--- config.mk ---
export PLATFORM = sky130hd
export DESIGN_NAME = bit_extract_ctrl_flat
export DESIGN_NICKNAME = d
export VERILOG_FILES = /design/src/rtl/bit_extract_ctrl_if.sv /design/src/rtl/bit_extract_ctrl.sv /design/src/flat_wrapper.sv
export SDC_FILE = /design/constraint.sdc
export NUM_CORES = 1
export LEC_CHECK = 0
export ABC_AREA = 1
export BUFFER_PORTS_ARGS = -buffer_cell sky130_fd_sc_hd__buf_2
export CAP_MARGIN = 20
export CORE_MARGIN = 2
export CORE_UTILIZATION = 60
export DETAILED_ROUTE_END_ITERATION = 8
export GPL_TIMING_DRIVEN = 0
export PLACE_DENSITY = 0.83
export RECOVER_POWER = 50
export SYNTH_ARGS = -nofsm -noshare
export SYNTH_HDL_FRONTEND = slang
export SYNTH_SLANG_ARGS = --single-unit
--- constraint.sdc ---
create_clock -name clock -period 11.55 [get_ports clock]
set_clock_uncertainty 0.05 [all_clocks]
set_input_delay 3.465 -clock clock [delete_from_list [all_inputs] [get_ports clock]]
set_output_delay 3.465 -clock clock [all_outputs]
set_load 0.05 [all_outputs]
--- src/rtl/bit_extract_ctrl_if.sv ---
// ---------------------------------------------------------------------------
// bit_extract_ctrl_if
//   Bundles the FIFO read side and the field request/response side of the
//   bit extractor into one interface.
//
//   slave  modport : the extractor (consumes requests and FIFO data)
//   master modport : the environment (FIFO plus field requester)
//
//   Signals
//     flush       sync clear of buffer, pending request and in-flight read
//     fifo_empty  FIFO has no word to pop
//     fifo_pop    pop strobe; word appears on fifo_data the next cycle
//     fifo_data   FIFO read data (registered inside the FIFO)
//     reqin       field request strobe
//     reqlen      requested field length, 0..15
//     req_ready   extractor accepts a request this cycle
//     pushout     one-cycle pulse, field valid on lenout/dataout
//     lenout      length of the returned field
//     dataout     returned field, right-justified, upper bits zero
//     bit_count   number of valid bits currently buffered
// ---------------------------------------------------------------------------
interface bit_extract_ctrl_if #(
  parameter int DATA_W = 32,
  parameter int OUT_W  = 15,
  parameter int LEN_W  = 4,
  parameter int CNT_W  = 7
);
  logic              flush;
  logic              fifo_empty;
  logic              fifo_pop;
  logic [DATA_W-1:0] fifo_data;
  logic              reqin;
  logic [LEN_W-1:0]  reqlen;
  logic              req_ready;
  logic              pushout;
  logic [LEN_W-1:0]  lenout;
  logic [OUT_W-1:0]  dataout;
  logic [CNT_W-1:0]  bit_count;

  modport slave (
    input  flush,
    input  fifo_empty,
    input  fifo_data,
    input  reqin,
    input  reqlen,
    output fifo_pop,
    output req_ready,
    output pushout,
    output lenout,
    output dataout,
    output bit_count
  );

  modport master (
    output flush,
    output fifo_empty,
    output fifo_data,
    output reqin,
    output reqlen,
    input  fifo_pop,
    input  req_ready,
    input  pushout,
    input  lenout,
    input  dataout,
    input  bit_count
  );
endinterface

--- src/rtl/bit_extract_ctrl.sv ---
// ---------------------------------------------------------------------------
// bit_extract_ctrl
//   Read controller and bit extractor for a 32-bit word FIFO. Words are
//   popped into a 64-bit left-aligned bit buffer (oldest bit at the MSB) and
//   variable-length fields of 0..15 bits are returned MSB-first. Requests
//   that need more bits than are buffered are parked in a WAIT state until
//   the bits have landed.
//
//   Ports
//     clock   rising-edge clock
//     reset   asynchronous, active-high reset
//     bus     bit_extract_ctrl_if.slave (FIFO side + request/response side)
//
//   Timing
//     - fifo_pop is combinational from registered state and the FIFO flag;
//       the popped word is appended on the following edge.
//     - pushout/lenout/dataout are registered; a field is returned on the
//       edge after the request when enough bits are buffered, otherwise on
//       the edge after the edge at which the missing bits land.
//     - flush clears everything except the held lenout/dataout values.
// ---------------------------------------------------------------------------
module bit_extract_ctrl #(
  parameter int DATA_W = 32,
  parameter int OUT_W  = 15,
  parameter int LEN_W  = 4,
  parameter int BUF_W  = 64,
  parameter int CNT_W  = 7
) (
  input  logic               clock,
  input  logic               reset,
  bit_extract_ctrl_if.slave  bus
);

  typedef enum logic {
    IDLE = 1'b0,
    WAIT = 1'b1
  } state_t;

  // -------------------------------------------------------------------------
  // Field extraction: the top OUT_W bits of the buffer, right-shifted so the
  // requested len MSBs end up right-justified. len = 0 shifts everything out.
  // -------------------------------------------------------------------------
  function automatic logic [OUT_W-1:0] extract_field(
    input logic [BUF_W-1:0] buf_v,
    input logic [LEN_W-1:0] len
  );
    logic [OUT_W-1:0] top;
    logic [LEN_W:0]   sh;
    top = buf_v[BUF_W-1 -: OUT_W];
    sh  = (LEN_W+1)'(OUT_W) - {1'b0, len};
    return top >> sh;
  endfunction

  // -------------------------------------------------------------------------
  // Word placement: a new word goes directly below the rem bits that remain
  // valid after this cycle's consume. rem never exceeds DATA_W because a pop
  // is only issued while bit_count <= DATA_W.
  // -------------------------------------------------------------------------
  function automatic logic [BUF_W-1:0] place_word(
    input logic [DATA_W-1:0] word,
    input logic [CNT_W-1:0]  rem
  );
    return {word, {(BUF_W-DATA_W){1'b0}}} >> rem;
  endfunction

  // Bit buffer state
  logic [BUF_W-1:0] buffer;
  logic [CNT_W-1:0] count;
  logic             rd_pending;

  // Request FSM state and registered outputs
  state_t           state;
  logic [LEN_W-1:0] len_q;
  logic             ready_p1;
  logic             vld_p1;
  logic [LEN_W-1:0] len_p1;
  logic [OUT_W-1:0] data_p1;

  // Combinational decisions for the current cycle
  logic             serve;
  logic [LEN_W-1:0] serve_len;
  logic [LEN_W-1:0] take_len;
  logic [CNT_W-1:0] rem;
  logic             pop_c;
  logic [BUF_W-1:0] buf_next;
  logic [CNT_W-1:0] cnt_next;

  // A request is served against the start-of-cycle count only, so a word
  // landing this cycle cannot satisfy it until the next cycle.
  always_comb begin
    serve     = 1'b0;
    serve_len = len_q;
    if (state == IDLE) begin
      serve_len = bus.reqin ? bus.reqlen : '0;
      serve     = bus.reqin && (CNT_W'(bus.reqlen) <= count);
    end else begin
      serve_len = len_q;
      serve     = (CNT_W'(len_q) <= count);
    end
  end

  assign take_len = serve ? serve_len : '0;
  assign rem      = count - CNT_W'(take_len);

  // Consume from the old bits first, then append the arriving word below
  // whatever remains. Bits below the valid region are always zero, so the
  // OR merge is safe.
  always_comb begin
    buf_next = buffer << take_len;
    cnt_next = rem;
    if (rd_pending) begin
      buf_next = buf_next | place_word(bus.fifo_data, rem);
      cnt_next = rem + CNT_W'(DATA_W);
    end
  end

  // At most one read in flight, and only when the buffer can absorb a
  // full word even if nothing is consumed.
  assign pop_c = !reset && !bus.fifo_empty && !rd_pending && !bus.flush &&
                 (count <= CNT_W'(DATA_W));

  // -------------------------------------------------------------------------
  // Stage boundary: bit buffer and read tracking
  // -------------------------------------------------------------------------
  always_ff @(posedge clock or posedge reset) begin
    if (reset) begin
      buffer     <= '0;
      count      <= '0;
      rd_pending <= 1'b0;
    end else if (bus.flush) begin
      // An in-flight word arriving this cycle is dropped with the rest.
      buffer     <= '0;
      count      <= '0;
      rd_pending <= 1'b0;
    end else begin
      buffer     <= buf_next;
      count      <= cnt_next;
      rd_pending <= pop_c;
    end
  end

  // -------------------------------------------------------------------------
  // Stage boundary: request FSM and registered field outputs
  // -------------------------------------------------------------------------
  always_ff @(posedge clock or posedge reset) begin
    if (reset) begin
      state    <= IDLE;
      len_q    <= '0;
      ready_p1 <= 1'b1;
      vld_p1   <= 1'b0;
      len_p1   <= '0;
      data_p1  <= '0;
    end else if (bus.flush) begin
      // lenout/dataout keep their last value; a request in this cycle is lost.
      state    <= IDLE;
      ready_p1 <= 1'b1;
      vld_p1   <= 1'b0;
    end else begin
      vld_p1 <= serve;
      if (serve) begin
        len_p1  <= serve_len;
        data_p1 <= extract_field(buffer, serve_len);
      end
      case (state)
        IDLE: begin
          if (bus.reqin && !serve) begin
            len_q    <= bus.reqlen;
            state    <= WAIT;
            ready_p1 <= 1'b0;
          end
        end
        WAIT: begin
          if (serve) begin
            state    <= IDLE;
            ready_p1 <= 1'b1;
          end
        end
        default: begin
          state    <= IDLE;
          ready_p1 <= 1'b1;
        end
      endcase
    end
  end

  assign bus.fifo_pop  = pop_c;
  assign bus.req_ready = ready_p1;
  assign bus.pushout   = vld_p1;
  assign bus.lenout    = len_p1;
  assign bus.dataout   = data_p1;
  assign bus.bit_count = count;

endmodule

--- src/flat_wrapper.sv ---
// flat-port wrapper written by rule: the top's interface ports become plain ports
module bit_extract_ctrl_flat 
#(
  parameter int DATA_W = 32,
  parameter int OUT_W  = 15,
  parameter int LEN_W  = 4,
  parameter int BUF_W  = 64,
  parameter int CNT_W  = 7
)
  (clock, reset, bus_flush, bus_fifo_empty, bus_fifo_data, bus_reqin, bus_reqlen, bus_fifo_pop, bus_req_ready, bus_pushout, bus_lenout, bus_dataout, bus_bit_count);
  bit_extract_ctrl_if #(.DATA_W(DATA_W), .OUT_W(OUT_W), .LEN_W(LEN_W), .CNT_W(CNT_W)) bus_i ();
  input  logic clock;
  input  logic reset;
  input wire logic [$bits(bus_i.flush)-1:0] bus_flush;
  input wire logic [$bits(bus_i.fifo_empty)-1:0] bus_fifo_empty;
  input wire logic [$bits(bus_i.fifo_data)-1:0] bus_fifo_data;
  input wire logic [$bits(bus_i.reqin)-1:0] bus_reqin;
  input wire logic [$bits(bus_i.reqlen)-1:0] bus_reqlen;
  output wire logic [$bits(bus_i.fifo_pop)-1:0] bus_fifo_pop;
  output wire logic [$bits(bus_i.req_ready)-1:0] bus_req_ready;
  output wire logic [$bits(bus_i.pushout)-1:0] bus_pushout;
  output wire logic [$bits(bus_i.lenout)-1:0] bus_lenout;
  output wire logic [$bits(bus_i.dataout)-1:0] bus_dataout;
  output wire logic [$bits(bus_i.bit_count)-1:0] bus_bit_count;
  assign bus_i.flush = bus_flush;
  assign bus_i.fifo_empty = bus_fifo_empty;
  assign bus_i.fifo_data = bus_fifo_data;
  assign bus_i.reqin = bus_reqin;
  assign bus_i.reqlen = bus_reqlen;
  assign bus_fifo_pop = bus_i.fifo_pop;
  assign bus_req_ready = bus_i.req_ready;
  assign bus_pushout = bus_i.pushout;
  assign bus_lenout = bus_i.lenout;
  assign bus_dataout = bus_i.dataout;
  assign bus_bit_count = bus_i.bit_count;
  bit_extract_ctrl #(.DATA_W(DATA_W), .OUT_W(OUT_W), .LEN_W(LEN_W), .BUF_W(BUF_W), .CNT_W(CNT_W)) u_core (.clock(clock), .reset(reset), .bus(bus_i));
endmodule
* After elaboration in Yosys (flattened, before gate mapping)
Index checks and enable logic that the tools add are counted.
Widths: inputs -> output; s select.
** Operators by class
- Equality and inequality tests :: 2
- Magnitude comparators :: 3
- Shifts and indexed selects :: 3
- Add/subtract/negate cells :: 3
- Reduce and logical (&&, ||, !) cells :: 14
- Mux-type cells :: 18
- Bitwise logic cells :: 3
** Operators by type and width (number)
- $mux 64 :: 2
- $or 64x64->64 :: 1
- $shl 64x4->64 :: 1
- $shr 64x7->64 :: 1
- $shr 15x5->15 :: 1
- $le 4x7->1 :: 2
- $mux 7 :: 2
- $mux 4 :: 3
- $mux 1 :: 9
- $add 7x6->7 const B :: 1
- $le 7x6->1 const B :: 1
- $sub 7x4->7 :: 1
- $logic_and 1x1->1 :: 6
- $ne 3x3->1 const B :: 2
- $logic_not 1->1 :: 5
- $sub 4x4->5 const A :: 1
- $pmux 1 s2 :: 2
- $reduce_and 2->1 :: 2
- $reduce_and 3->1 :: 1
- $not 1->1 :: 2
** Storage, ports and cells
- Word-level logic and storage cells :: 55
- Output and inout bits :: 29
- Bits in registers :: 98
- Bits of input ports :: 41

* Longest topological paths before layout
Gate-level depths: netlist of run 1.
- Word-level depth :: 9
- Mapped depth :: 32
- Mapped depth without buffers :: 30

* Least setup slack after synthesis of run 1
Ideal clock, no wire load.
- Kind :: in2out
- From :: input port reset
- To :: output port bus_fifo_pop
- Required time :: 8.035 ns
- Path slack :: 1.399 ns
- Stages on the path :: 3
- Data arrival time :: 6.636 ns
- Path buffers :: 0
- Path through :: inv_1 -> nand3_1 -> a21oi_1
** On the way
- Longest elaborated chain between the ends :: 5
** Ends and longest elaborated chain
- start: declaration :: line flat_wrapper.sv:13 : input logic reset;
- $logic_not 1->1 :: line bit_extract_ctrl.sv:119 : assign pop_c = !reset && !bus.fifo_empty && !rd_pending && !bus.flush &&
- $logic_and 1x1->1 (4 in a row) :: line bit_extract_ctrl.sv:119
- end: declaration :: line flat_wrapper.sv:19 : output wire logic [$bits(bus_i.fifo_pop)-1:0] bus_fifo_pop;
No other way between the ends.

* Worst setup path after layout of run 1
Same ends and word-level chain as after synthesis.

==> results of run 1 <==
cells in the final DEF (no fill, tap or decap), drive strengths merged:
master    count
inv         201
nand2       377
mux2          3
ha           12
clkinv        5
o21bai        1
xor2          2
and2          1
o211ai       11
o21ai       130
a2bb2oi       2
nand3       500
o21a          3
or2          16
buf         123
dfstp         1
a21boi        2
a31oi         6
clkinvlp      1
fa            1
clkbuf       84
a21oi        38
diode         1
dfrtp        97
a211oi        1
a32o          2
nand4        68
a221o         1
a22oi         1
nand3b        1
o22a          1
nor2         46
xnor2         2
a22o          2
mux2i        38
nor3          3
worst max-delay path by stage:
stage	from	end	slack [ps]	cells after the start
finish	reset	bus_fifo_pop	2200	6
global route	reset	bus_fifo_pop	1780	6
CTS	reset	bus_fifo_pop	3160	6
detailed placement	reset	bus_fifo_pop	3160	6
global placement	reset	bus_fifo_pop	870	5
floorplan	reset	bus_fifo_pop	1400	3
flip-flops by register name, indices dropped and copies added (netlist names):
register	flops
u_core.state	1
u_core.bus.lenout	4
u_core.len_q	4
u_core.buffer	64
u_core.bus.bit_count	7
u_core.rd_pending	1
u_core.bus.req_ready	1
u_core.bus.pushout	1
u_core.bus.dataout	15
layout make-up:
class                           instances  share of cell area
Clock inverter                          7             0.00617
Inverter                              200              0.0675
Tap cell                              220              0.0247
Multi-Input combinational cell       1271               0.576
Antenna cell                            1            0.000225
Timing Repair Buffer                   70              0.0320
Sequential cell                        98               0.220
Clock buffer                            9              0.0202
Buffer                                128              0.0533
cells by family after synthesis:
| logic type | count (synthesis) |
|---|---|
| adder cells (fa/ha/maj) | 13 |
| multiplexers | 41 |
| AND/OR/NAND/NOR | 1012 |
| XOR/XNOR | 4 |
| flip-flops | 98 |
| buffers and inverters | 328 |
| AO/OA/AOI/OAI | 201 |
critical path, cell delays in order:
cell	delay (ps)
buf_2	90
clkinvlp_2	1100
buf_16	660
nand3_1	180
a21oi_1	60
buf_2	220
per-stage QoR:
step | utilization | cell area, sq um
floorplan | - | 10200
global placement | 0.651 | 10800
detailed placement | 0.653 | 10900
CTS | 0.671 | 11200
global route | 0.669 | 11100
finish | 0.670 | 11100
layer usage:
metal | track usage | vias up | routed length [microns]
li1 | - | 5902 | -
met1 | 0.603 | 5874 | 15200
met2 | 0.672 | 1057 | 16800
met3 | 0.102 | 191 | 5420
met4 | 0.208 | 0 | 2200
met5 | 0 | - | 0
==> impl_metrics.csv, run 1 <==
group,metric,value,unit
run_status,status,"complete, but fails checks",
run_status,violations,"design-rule violations, max-capacitance violations",
global_route,grt_max_degree,71,
logic_synthesis,synth_xor_area_frac,0.00343,
drt,drt_iter0_markers,2174,
worst_hold_path,holdPathStages,2,
worst_setup_path,reg2reg_depth,23,
place,dp.cells,1987,
worst_setup_path,r2r_start,"u_core.bus.bit_count[1]",
timing,rsz0062_at_grt,"no",
clock_tree,cts.sinks,98,
timing,finalSetupViolations,0,
worst_hold_path,holdPathEnd,"u_core.bus.lenout[0]",
logic_synthesis,avgSynthCellArea,6.02,sq um
worst_setup_path,end_kind,"primary output",
timing,hold_viol,0,
place,routabilityCongestion,1.12,
cells_and_area,multiInputGateArea,6420,sq um
logic_synthesis,synthAdderAreaFrac,0.0167,
cells_and_area,layout.area.seq,2450,sq um
logic_synthesis,yosys.area_share.simple,0.460,
drt,via_count,13000,
logic_synthesis,synth-compound-area-share,0.107,
timing,tns,0,ps
logic_synthesis,synth.area.top_cells,"nand3_1 (24%), dfrtp_1 (24%), nand2_1 (14%)",
worst_setup_path,reg2reg_setup_slack,6020,ps
floorplan,start_util,0.614,
floorplan,rows,47,
floorplan,io_pins,70,
logic_synthesis,synth_edf_count,0,
global_route,track_usage,0.444,
worst_setup_path,cp.required,8040,ps
global_route,grt_pass1_vias,11800,
worst_setup_path,cp.arrival,5840,ps
drt,final_antenna_net_count,0,
clock_tree,holdBufCountCts,0,
timing,period_share,0.810,
cells_and_area,drive_above_1_share,0.0937,
worst_hold_path,min_from,"u_core.bus.lenout[0]",
global_route,grt_pass1_wl,62700,microns
logic_synthesis,synth_seq_area_share,0.240,
worst_hold_path,hold_class,"flop to flop",
drt,dr.pass1.iters,9,
logic_synthesis,synth_top_cells_by_count,"nand3_1 (498), nand2_1 (372), inv_1 (193)",
place,dp_hpwl,31100,microns
logic_synthesis,ys_ff_latch,98,
timing,fmax,107,MHz
logic_synthesis,yosys.area.top_type_share,0.244,
logic_synthesis,synthMuxAreaShare,0.0405,
logic_synthesis,synth_nets,1751,
logic_synthesis,ys_async_sr_fraction,1.00,
flow_run,cap_viol_max_count,1,
cells_and_area,layout.nets,1832,
cells_and_area,synthToLayoutAreaGrowth,9.10,%
floorplan,die_h,134,microns
logic_synthesis,netlist_instances,1697,
logic_synthesis,yosysWarnings,0,
timing,timing.hold.ws,443,ps
logic_synthesis,synth_cell_types,45,
drt,wl,39700,microns
clock_tree,clockRootBuffer,"clkbuf_16",
place,place_worst_setup_slack,3160,ps
logic_synthesis,synth_top_family_by_area,"simple AND/OR/NAND/NOR gates",
clock_tree,clockBufferDepth,2,
floorplan,die_w,134,microns
logic_synthesis,syn_area,10200,sq um
drt,post_drt_wl_per_cell,19.8,microns
worst_setup_path,crit_type,"input port to primary output",
clock_tree,numCtsBuffers,9,
cells_and_area,fin_cells,2004,
logic_synthesis,ys.flop_type,"dfrtp_1",
timing,period_minus_slack,9350,ps
worst_setup_path,crit_path_max_fanout,70,
logic_synthesis,synth_most_common_cell,"nand3_1",
clock_tree,htree_levels,3,
drt,routed_via_density,6.50,
clock_tree,cts_tree,"yes",
cells_and_area,fillerInstances,1565,
timing,fin_ws,2200,ps
clock_tree,cts_setup_buffers,0,
clock_tree,post_cts_resized,0,
timing,slew-limit-headroom,0.0227,
global_route,grt_overflow,0,
timing,finalMaxSlewViolations,0,
logic_synthesis,yosys.area.top_type,"nand3_1",
clock_tree,clkTransAtPathRegs,80,ps
global_route,antenna_found_initial,1,
floorplan,die-area,18100,sq um
floorplan,core,16600,sq um
place,io_buffers,69,
clock_tree,clk_latency,370,ps
drt,drc,8,
worst_setup_path,crit_path_start_kind,"input port",
worst_setup_path,timing.rr.end,"u_core.buffer[37]",
timing,worstMarginPinSlew,1460,ps
Power of run 1 is left out: the tool's default activity adds up to more than one toggle a clock period on the data nets, which glitch-free logic cannot reach.
==> run 2, diff against run 1 <==
--- a/config.mk
+++ b/config.mk
@@ -9,7 +9,7 @@
 export BUFFER_PORTS_ARGS = -buffer_cell sky130_fd_sc_hd__buf_2
 export CAP_MARGIN = 20
 export CORE_MARGIN = 2
-export CORE_UTILIZATION = 60
+export CORE_UTILIZATION = 57
 export DETAILED_ROUTE_END_ITERATION = 8
 export GPL_TIMING_DRIVEN = 0
 export PLACE_DENSITY = 0.83
==> constraint.sdc (replaced) <==
create_clock -name clock -period 7.95 [get_ports clock]
set_clock_uncertainty 0.05 [all_clocks]
set_input_delay 2.385 -clock clock [delete_from_list [all_inputs] [get_ports clock]]
set_output_delay 2.385 -clock clock [all_outputs]
set_load 0.05 [all_outputs]
==> impl_metrics.csv, run 2 (synthesis results as in run 1) <==
group,metric,value,unit
run_status,status,"complete, but fails checks",
run_status,violations,"max-capacitance violations, max-slew violations",
cells_and_area,drive_above_1_share,0.0930,
timing,hold_viol,0,
global_route,use_met2,0.660,
place,dp_hpwl,32100,microns
worst_setup_path,cpPeakStageDelay,510,ps
clock_tree,cts_tree,"yes",
global_route,use_met1,0.575,
drt,via_count,12800,
place,io_buffers,69,
drt,dr.pass1.iters,7,
cells_and_area,antennaDiodeCount,0,
worst_setup_path,cp.required,8220,ps
cells_and_area,largest_reg_flops,64,
cells_and_area,final_core_util,0.639,
cells_and_area,layout_common_cells,"nand3_1 (498), nand2_1 (372), inv_1 (192)",
timing,period_share,0.873,
clock_tree,clk_latency,370,ps
cells_and_area,largest-register,"u_core.buffer",
floorplan,die-area,19000,sq um
global_route,antenna_found_initial,0,
worst_setup_path,crit_type,"input port to flop",
worst_setup_path,cp.arrival,7210,ps
global_route,grt_pass1_wl,62200,microns
timing,rsz0062_at_grt,"no",
floorplan,rows,48,
cells_and_area,fin_cells,2009,
worst_hold_path,hold_class,"flop to flop",
clock_tree,clockRootBuffer,"clkbuf_16",
worst_setup_path,crit_path_frequent_cell,"nand2_1",
global_route,use_met3,0.102,
timing,worstMarginPinSlew,2370,ps
worst_setup_path,cp_top_family,"buffers and inverters",
worst_setup_path,crit_slowest_cell,"o21ai_0",
global_route,gr-max-usage-layer,"met2",
clock_tree,holdBufCountCts,0,
clock_tree,cts.sinks,98,
floorplan,io_pins,70,
worst_setup_path,crit_path_max_fanout,10,
cells_and_area,final_common_cell,"nand3_1",
global_route,track_usage,0.431,
clock_tree,clkTransAtPathRegs,80,ps
cells_and_area,synthToLayoutAreaGrowth,8.93,%
drt,drc,0,
timing,fmax,144,MHz
timing,slew-limit-headroom,-0.580,
global_route,grt_overflow,0,
place,routabilityCongestion,1.11,
worst_setup_path,r2r_start,"u_core.bus.bit_count[2]",
timing,tns,0,ps
worst_setup_path,crit_path_start_kind,"input port",
worst_setup_path,cp-startpoint,"bus_reqlen[2]",
flow_run,cap_viol_max_count,2,
drt,routed_via_density,6.37,
drt,wl,40600,microns
place,dp.cells,1993,
floorplan,die_w,138,microns
global_route,grt_pass1_vias,11600,
drt,final_antenna_net_count,0,
worst_setup_path,end_kind,"flop",
worst_hold_path,min_from,"u_core.bus.lenout[3]",
worst_setup_path,worst-path-buf-inv,8,
clock_tree,clockBufferDepth,2,
clock_tree,cts_setup_buffers,0,
timing,finalSetupViolations,0,
drt,post_drt_wl_per_cell,20.2,microns
timing,period_minus_slack,6940,ps
clock_tree,numCtsBuffers,9,
floorplan,start_util,0.586,
cells_and_area,layout.nets,1833,
floorplan,die_h,138,microns
floorplan,core,17400,sq um
global_route,grt_max_degree,41,
timing,finalMaxSlewViolations,75,
clock_tree,htree_levels,3,
drt,drt_iter0_markers,1873,
clock_tree,post_cts_resized,0,
[run 2: changes by cell type in the layout (fill, tap and decap cells not counted), sizes merged]
cell	change
buf	-1
clkbuf	+2
clkinv	-2
clkinvlp	+1
diode	-1
inv	+1
[run 2: area by class of cell]
class                   count  area (sq um)
inverters                 200           752
repair buffers             71           337
clock inverters             7          67.6
well taps                 225           282
fillers                  1690          6290
multi-input cells        1271          6420
flip-flops and latches     98          2450
plain buffers             128           594
clock buffers               9           225
[run 2: path summary, 6_finish.rpt]
check	cells after the start	slack, ps	end
worst max-delay path	25	1010	u_core.buffer[38]
worst min-delay path	2	420	u_core.bus.lenout[3]
min in group asynchronous	2	2210	u_core.buffer[59]
worst min register to register	2	420	u_core.bus.lenout[3]
worst max register to register	23	2400	u_core.buffer[38]
max in group asynchronous	3	2890	u_core.buffer[25]
[run 2: per-layer routing]
layer | vias to the layer above | part of all wire
li1 | 5904 | -
met2 | 969 | 0.42
met4 | 0 | 0.054
met5 | - | 0
met1 | 5781 | 0.40
met3 | 152 | 0.12
[run 2: worst reg2reg max path: stages, from the launching register on]
cell	delay, ps
dfrtp_1	440
inv_1	110
ha_1	320
nand2_1	90
o21ai_0	200
nand2_1	90
nand2_1	80
nand2_2	140
nand3_1	250
buf_2	310
buf_4	240
inv_1	80
ha_1	220
fa_1	460
xnor2_1	430
inv_2	150
clkbuf_1	280
o21ai_0	520
inv_1	110
o211ai_1	380
nand3_1	250
nand3_1	180
nand2_1	60
inv_1	70
[run 2: through the flow]
step                area [sq um]  hold slack, ps  worst slack (ps)
floorplan                  10200             424              1080
global placement           10800             401               385
detailed placement         10900             403               814
CTS                        11200             422              1180
global route               11100             480               795
finish                     11100             420              1010
Power of run 2 is left out for the same reason.
